<file path="src/rtl/ps2_pkg.sv">
// Shared PS/2 definitions: frame constants, tx FSM states and frame/parity helpers.
package ps2_pkg;

  localparam int   PS2_FRAME_BITS = 11;
  localparam logic PS2_START      = 1'b0;
  localparam logic PS2_STOP       = 1'b1;

  typedef enum logic [2:0] {
    ST_IDLE = 3'd0,
    ST_LOAD = 3'd1,
    ST_HIGH = 3'd2,
    ST_LOW  = 3'd3,
    ST_GAP  = 3'd4
  } ps2_tx_state_t;

  function automatic logic ps2_parity(input logic [7:0] b);
    return ~^b;
  endfunction

  // Bit 0 goes on the wire first.
  function automatic logic [PS2_FRAME_BITS-1:0] ps2_frame(input logic [7:0] b);
    return {PS2_STOP, ps2_parity(b), b, PS2_START};
  endfunction

endpackage

</file>
<file path="src/rtl/ps2_fifo.sv">
// Synchronous FIFO, power-of-2 depth; pushes while full and pops while empty are ignored.
module ps2_fifo #(
  parameter int DEPTH = 8,
  parameter int WIDTH = 8
) (
  input  logic             clk,
  input  logic             rst,
  input  logic             push_i,
  input  logic [WIDTH-1:0] push_dat_i,
  input  logic             pop_i,
  output logic [WIDTH-1:0] pop_dat_o,
  output logic             full_o,
  output logic             empty_o
);

  localparam int AW = (DEPTH > 1) ? $clog2(DEPTH) : 1;

  logic [WIDTH-1:0] mem_q [DEPTH];
  logic [AW-1:0]    wr_ptr_q, rd_ptr_q;
  logic [AW:0]      count_q;
  logic             push_en, pop_en;

  assign full_o    = (count_q == (AW+1)'(DEPTH));
  assign empty_o   = (count_q == '0);
  assign push_en   = push_i && !full_o;
  assign pop_en    = pop_i && !empty_o;
  assign pop_dat_o = mem_q[rd_ptr_q];

  always_ff @(posedge clk) begin
    if (rst) begin
      wr_ptr_q <= '0;
      rd_ptr_q <= '0;
      count_q  <= '0;
    end else begin
      if (push_en) wr_ptr_q <= wr_ptr_q + AW'(1);
      if (pop_en)  rd_ptr_q <= rd_ptr_q + AW'(1);
      case ({push_en, pop_en})
        2'b10:   count_q <= count_q + (AW+1)'(1);
        2'b01:   count_q <= count_q - (AW+1)'(1);
        default: count_q <= count_q;
      endcase
    end
  end

  always_ff @(posedge clk) begin
    if (push_en) mem_q[wr_ptr_q] <= push_dat_i;
  end

endmodule

</file>
<file path="src/rtl/ps2_keyboard_tx.sv">
// Device-side PS/2 transmitter: FIFO-buffered scan codes serialised as 11-bit frames,
// driving both ps2_clk and ps2_data from flops.
module ps2_keyboard_tx
  import ps2_pkg::*;
#(
  parameter int CLK_DIV    = 50,
  parameter int GAP_CYCLES = 200,
  parameter int DEPTH      = 8
) (
  input  logic       clk,
  input  logic       rst,
  input  logic [7:0] data_in,
  input  logic       valid,
  output logic       ready,
  input  logic       inhibit,
  output logic       ps2_clk,
  output logic       ps2_data,
  output logic       busy,
  output logic       sent
);

  localparam int                 DIV_W    = $clog2(CLK_DIV);
  localparam int                 GAP_W    = (GAP_CYCLES > 1) ? $clog2(GAP_CYCLES) : 1;
  localparam logic [DIV_W-1:0]   DIV_LAST = DIV_W'(CLK_DIV - 1);
  localparam logic [GAP_W-1:0]   GAP_LAST = GAP_W'(GAP_CYCLES - 1);
  localparam logic [3:0]         LAST_BIT = 4'(PS2_FRAME_BITS - 1);

  ps2_tx_state_t               state_q, state_d;
  logic [DIV_W-1:0]            div_q, div_d;
  logic [GAP_W-1:0]            gap_q, gap_d;
  logic [3:0]                  bit_idx_q, bit_idx_d;
  logic [PS2_FRAME_BITS-1:0]   shift_q, shift_d;
  logic                        ps2_clk_q, ps2_data_q, ps2_data_d;

  logic       fifo_full, fifo_empty, fifo_pop;
  logic [7:0] fifo_dat;
  logic       start_ok;

  ps2_fifo #(
    .DEPTH (DEPTH),
    .WIDTH (8)
  ) u_fifo (
    .clk        (clk),
    .rst        (rst),
    .push_i     (valid),
    .push_dat_i (data_in),
    .pop_i      (fifo_pop),
    .pop_dat_o  (fifo_dat),
    .full_o     (fifo_full),
    .empty_o    (fifo_empty)
  );

  assign start_ok = !fifo_empty && !inhibit;
  assign ready    = !fifo_full;
  assign busy     = (state_q != ST_IDLE);
  assign sent     = (state_q == ST_GAP) && (gap_q == GAP_LAST);
  assign ps2_clk  = ps2_clk_q;
  assign ps2_data = ps2_data_q;

  always_comb begin
    state_d   = state_q;
    div_d     = div_q;
    gap_d     = gap_q;
    bit_idx_d = bit_idx_q;
    shift_d   = shift_q;
    fifo_pop  = 1'b0;
    case (state_q)
      ST_IDLE: if (start_ok) state_d = ST_LOAD;
      ST_LOAD: begin
        fifo_pop  = 1'b1;
        shift_d   = ps2_frame(fifo_dat);
        bit_idx_d = '0;
        div_d     = '0;
        state_d   = ST_HIGH;
      end
      ST_HIGH: begin
        if (div_q == DIV_LAST) begin
          div_d   = '0;
          state_d = ST_LOW;
        end else begin
          div_d = div_q + DIV_W'(1);
        end
      end
      ST_LOW: begin
        if (div_q == DIV_LAST) begin
          div_d = '0;
          if (bit_idx_q == LAST_BIT) begin
            gap_d   = '0;
            state_d = ST_GAP;
          end else begin
            bit_idx_d = bit_idx_q + 4'd1;
            shift_d   = shift_q >> 1;
            state_d   = ST_HIGH;
          end
        end else begin
          div_d = div_q + DIV_W'(1);
        end
      end
      ST_GAP: begin
        // The idle decision is folded into the last gap cycle so back-to-back
        // frames lose no cycle between sent and the next LOAD.
        if (gap_q == GAP_LAST) begin
          state_d = start_ok ? ST_LOAD : ST_IDLE;
        end else begin
          gap_d = gap_q + GAP_W'(1);
        end
      end
      default: state_d = ST_IDLE;
    endcase
  end

  assign ps2_data_d = ((state_d == ST_HIGH) || (state_d == ST_LOW)) ? shift_d[0] : 1'b1;

  always_ff @(posedge clk) begin
    if (rst) begin
      state_q    <= ST_IDLE;
      div_q      <= '0;
      gap_q      <= '0;
      bit_idx_q  <= '0;
      shift_q    <= '1;
      ps2_clk_q  <= 1'b1;
      ps2_data_q <= 1'b1;
    end else begin
      state_q    <= state_d;
      div_q      <= div_d;
      gap_q      <= gap_d;
      bit_idx_q  <= bit_idx_d;
      shift_q    <= shift_d;
      ps2_clk_q  <= (state_d != ST_LOW);
      ps2_data_q <= ps2_data_d;
    end
  end

endmodule

</file>
<file path="config.mk">
export PLATFORM = sky130hd
export DESIGN_NAME = ps2_keyboard_tx
export DESIGN_NICKNAME = d
export VERILOG_FILES = /design/src/rtl/ps2_pkg.sv /design/src/rtl/ps2_fifo.sv /design/src/rtl/ps2_keyboard_tx.sv
export SDC_FILE = /design/constraint.sdc
export NUM_CORES = 1
export LEC_CHECK = 0
export CAP_MARGIN = 20
export CELL_PAD_IN_SITES_DETAIL_PLACEMENT = 0
export CELL_PAD_IN_SITES_GLOBAL_PLACEMENT = 1
export CORE_MARGIN = 10
export CORE_UTILIZATION = 50
export DETAILED_ROUTE_END_ITERATION = 8
export PLACE_DENSITY = 0.79
export SYNTH_ARGS = -nofsm -noshare
export SYNTH_HDL_FRONTEND = slang
export SYNTH_SLANG_ARGS = --single-unit
export TNS_END_PERCENT = 30
</file>
<file path="constraint.sdc">
create_clock -name clk -period 3 [get_ports clk]
set_clock_uncertainty 0.15 [all_clocks]
set_input_delay 0.9 -clock clk [delete_from_list [all_inputs] [get_ports clk]]
set_output_delay 0.9 -clock clk [all_outputs]
set_load 0.03 [all_outputs]
</file>
==> flow_metrics.py <==
metrics = {
    "detailed_routing": {
        "detail-route-antenna-nets": 0,
        "first_pass_iters": 4,
        "routedWlPerCell_um": 16.2,
        "drc": 0,
        "drtIter0Drc": 178,
        "vias_per_cell": 5.45,
        "vias": 2741,
        "drt-total-wl_um": 8130,
    },
    "sta": {
        "worst_pin_slew_ns": 0.747,
        "hold_viol": 0,
        "fin_ws_ns": 0.158,
        "finalCritPeriodShare": 0.947,
        "slew_headroom": 0.500,
        "grt_setup_unrepaired": "false",
        "max_clock_freq_mhz": 352,
        "min_period_ns": 2.84,
        "timing.hold.ws_ns": 0.344,
        "setup_viol": 0,
        "drv_slew": 0,
    },
    "clock_tree": {
        "clock_latency_ns": 0.37,
        "h-tree-depth": 3,
        "clk_pin_slew_worst_paths_ns": 0.10,
        "clockBufferDepth": 2,
        "cts_root_buffer": "clkbuf_8",
        "cts_sinks": 111,
        "tritoncts": "yes",
        "cts_buffers": 9,
        "post_cts_buffers": 0,
        "cts_hold_buf": 0,
    },
    "floorplanning": {
        "io_pins": 17,
        "die_y_um": 117,
        "row_count": 35,
        "core_area_sq_um": 9200,
        "dieWidth_um": 117,
        "start_util": 0.510,
        "die_area_sq_um": 13600,
    },
    "synthesis": {
        "muxShareOfSynthArea": 0.112,
        "synthArstFlopShare": 0,
        "synthCells": 352,
        "synth-compound-area-share": 0.0550,
        "yosys.area_share.adder": 0.0310,
        "synth-simple-area-share": 0.125,
        "avgSynthCellArea_sq_um": 13.3,
        "synthTopCellsByArea": "edfxtp_1 41%, dfxtp_1 20%, mux4_2 4.8%",
        "yosysTopAreaCellShare": 0.410,
        "yosysWarnings": 0,
        "syn_area_sq_um": 4690,
        "synth-xor-area-share": 0.0446,
        "syn_nets": 375,
        "synth_flop_cell": "edfxtp_1",
        "synthTopCellsByCount": "64 x edfxtp_1, 47 x dfxtp_1, 40 x nor2_1",
        "synth_largest_area_cell": "edfxtp_1",
        "synth-seq-cells": 111,
        "yosysMostFrequentCell": "edfxtp_1",
        "seq_area_frac_synth": 0.611,
        "synth_cell_types": 50,
        "synth_enable_flop_cells": 64,
        "synth_top_family_by_area": "simple AND/OR/NAND/NOR gates",
    },
    "final_layout": {
        "drive_above_1_share": 0.153,
        "area_growth_pct": 12.1,
        "fill_cells": 759,
        "n_antenna_cell": 0,
        "final_util": 0.572,
        "nNetsFinal": 411,
        "final_cell_count_no_fill": 503,
    },
    "power": {
        "ir_drop_mv": 0.316,
        "power_density_nw_per_um2": 530,
        "leakage_uw": 0.00180,
        "total_power_uw": 2790,
    },
    "placed_design": {
        "io_buffers": 16,
        "place_ws_ns": -0.0862,
        "hpwl_um": 5450,
        "placed_cells": 488,
        "gp_congestion": 0.763,
    },
    "global_route": {
        "antenna_found_initial": 0,
        "grt_pass1_vias": 2811,
        "grt_max_degree": 32,
        "grt_overflow": 0,
        "grt_util_all_layers": 0.130,
        "grt_pass1_wl_um": 13800,
    },
    "worst_setup_path": {
        "setup.worst_path.end_class": "output pin",
        "arrival_ns": 1.79,
        "crit_fanout": 11,
        "critPathKind": "register to output pin",
        "start_kind": "register",
        "required_ns": 1.95,
    },
    "run_status": {
        "status": "finished, final reports clean",
    },
    "run": {
        "drv_cap": 0,
    },
    "hold_path": {
        "min_path_type": "register to register",
    },
}
[flip-flops by register name, summed over array words and instances (netlist names), named ones only]
signal,count
shift_q,11
u_fifo.rd_ptr_q,3
ps2_data,1
u_fifo.count_q,4
gap_q,8
u_fifo.mem_q,64
div_q,6
ps2_clk,1
state_q,3
u_fifo.wr_ptr_q,3
bit_idx_q,4
[what timing repair did]
| action | CTS | global route |
|---|---|---|
| gates resized for setup | 2 | 2 |
| setup endpoints to repair | 1 | 1 |
| endpoints found under the hold margin | 0 | 0 |
[per-layer routing]
| layer | global-route usage | routed length (um) | vias up |
|---|---|---|---|
| met5 | 0 | 0 | - |
| met4 | 0.0420 | 95 | 0 |
| met3 | 0.0321 | 246 | 11 |
| met2 | 0.214 | 4000 | 36 |
| met1 | 0.166 | 3800 | 1320 |
| li1 | - | - | 1374 |
[through the flow]
stage	TNS (ns)	area, sq um
floorplan	0	4690
global placement	-0.00260	5070
detailed placement	-0.0862	5070
CTS	0	5260
global route	0	5260
finish	0	5260
[cells by family (layout without fill, tap and decap cells)]
| family | count (synthesis) | after routing |
|---|---|---|
| AND/OR/NAND/NOR | 121 | 121 |
| buffers and inverters | 20 | 60 |
| XOR/XNOR | 23 | 23 |
| adder cells (fa/ha/maj) | 11 | 11 |
| AO/OA/AOI/OAI | 40 | 40 |
| flip-flops | 111 | 111 |
| multiplexers | 26 | 26 |
[layout by cell type (no fill, tap or decap), types with 7 or more instances in the layout]
master / Yosys / final
nand2_1: 33 / 33
nor2_1: 40 / 40
xnor2_1: 14 / 14
dfxtp_1: 47 / 47
edfxtp_1: 64 / 64
clkbuf_8: 0 / 9
clkdlybuf4s50_1: 0 / 15
buf_4: 0 / 21
xor2_1: 8 / 8
a221oi_1: 9 / 9
inv_1: 7 / 7
ha_1: 10 / 10
a21oi_1: 12 / 12
mux4_2: 10 / 10
nand3_1: 9 / 9
[where the power goes]
part           switching, uW  internal, uW
logic                    141           130
registers               26.8          1650
clock network            516           320
total                    684          2100
[path summary, 6_finish.rpt]
| kind | startpoint | to | slack [ns] | cells after the start |
|---|---|---|---|---|
| worst min register to register | u_fifo.wr_ptr_q[0] | u_fifo.wr_ptr_q[0] | 0.34 | 2 |
| worst max-delay path | state_q[1] | busy | 0.16 | 3 |
| worst max register to register | state_q[2] | u_fifo.count_q[3] | 0.35 | 10 |
| worst min-delay path | u_fifo.wr_ptr_q[0] | u_fifo.wr_ptr_q[0] | 0.34 | 2 |
[cell type report]
cell class              count  area [sq um]  share of cell area
repair buffers             37           313              0.0595
multi-input cells         221          1730               0.329
clock buffers               9           124              0.0236
well taps                 111           139              0.0264
clock inverters             6          57.6              0.0109
flip-flops and latches    111          2860               0.545
inverters                   8          30.0             0.00571
[critical path: stages, from the launching register on]
cell	delay (ns)
dfxtp_1	0.33
buf_4	0.17
or3_1	0.34
clkdlybuf4s50_1	0.60
Note: power is estimated with default switching activity, not from simulation.
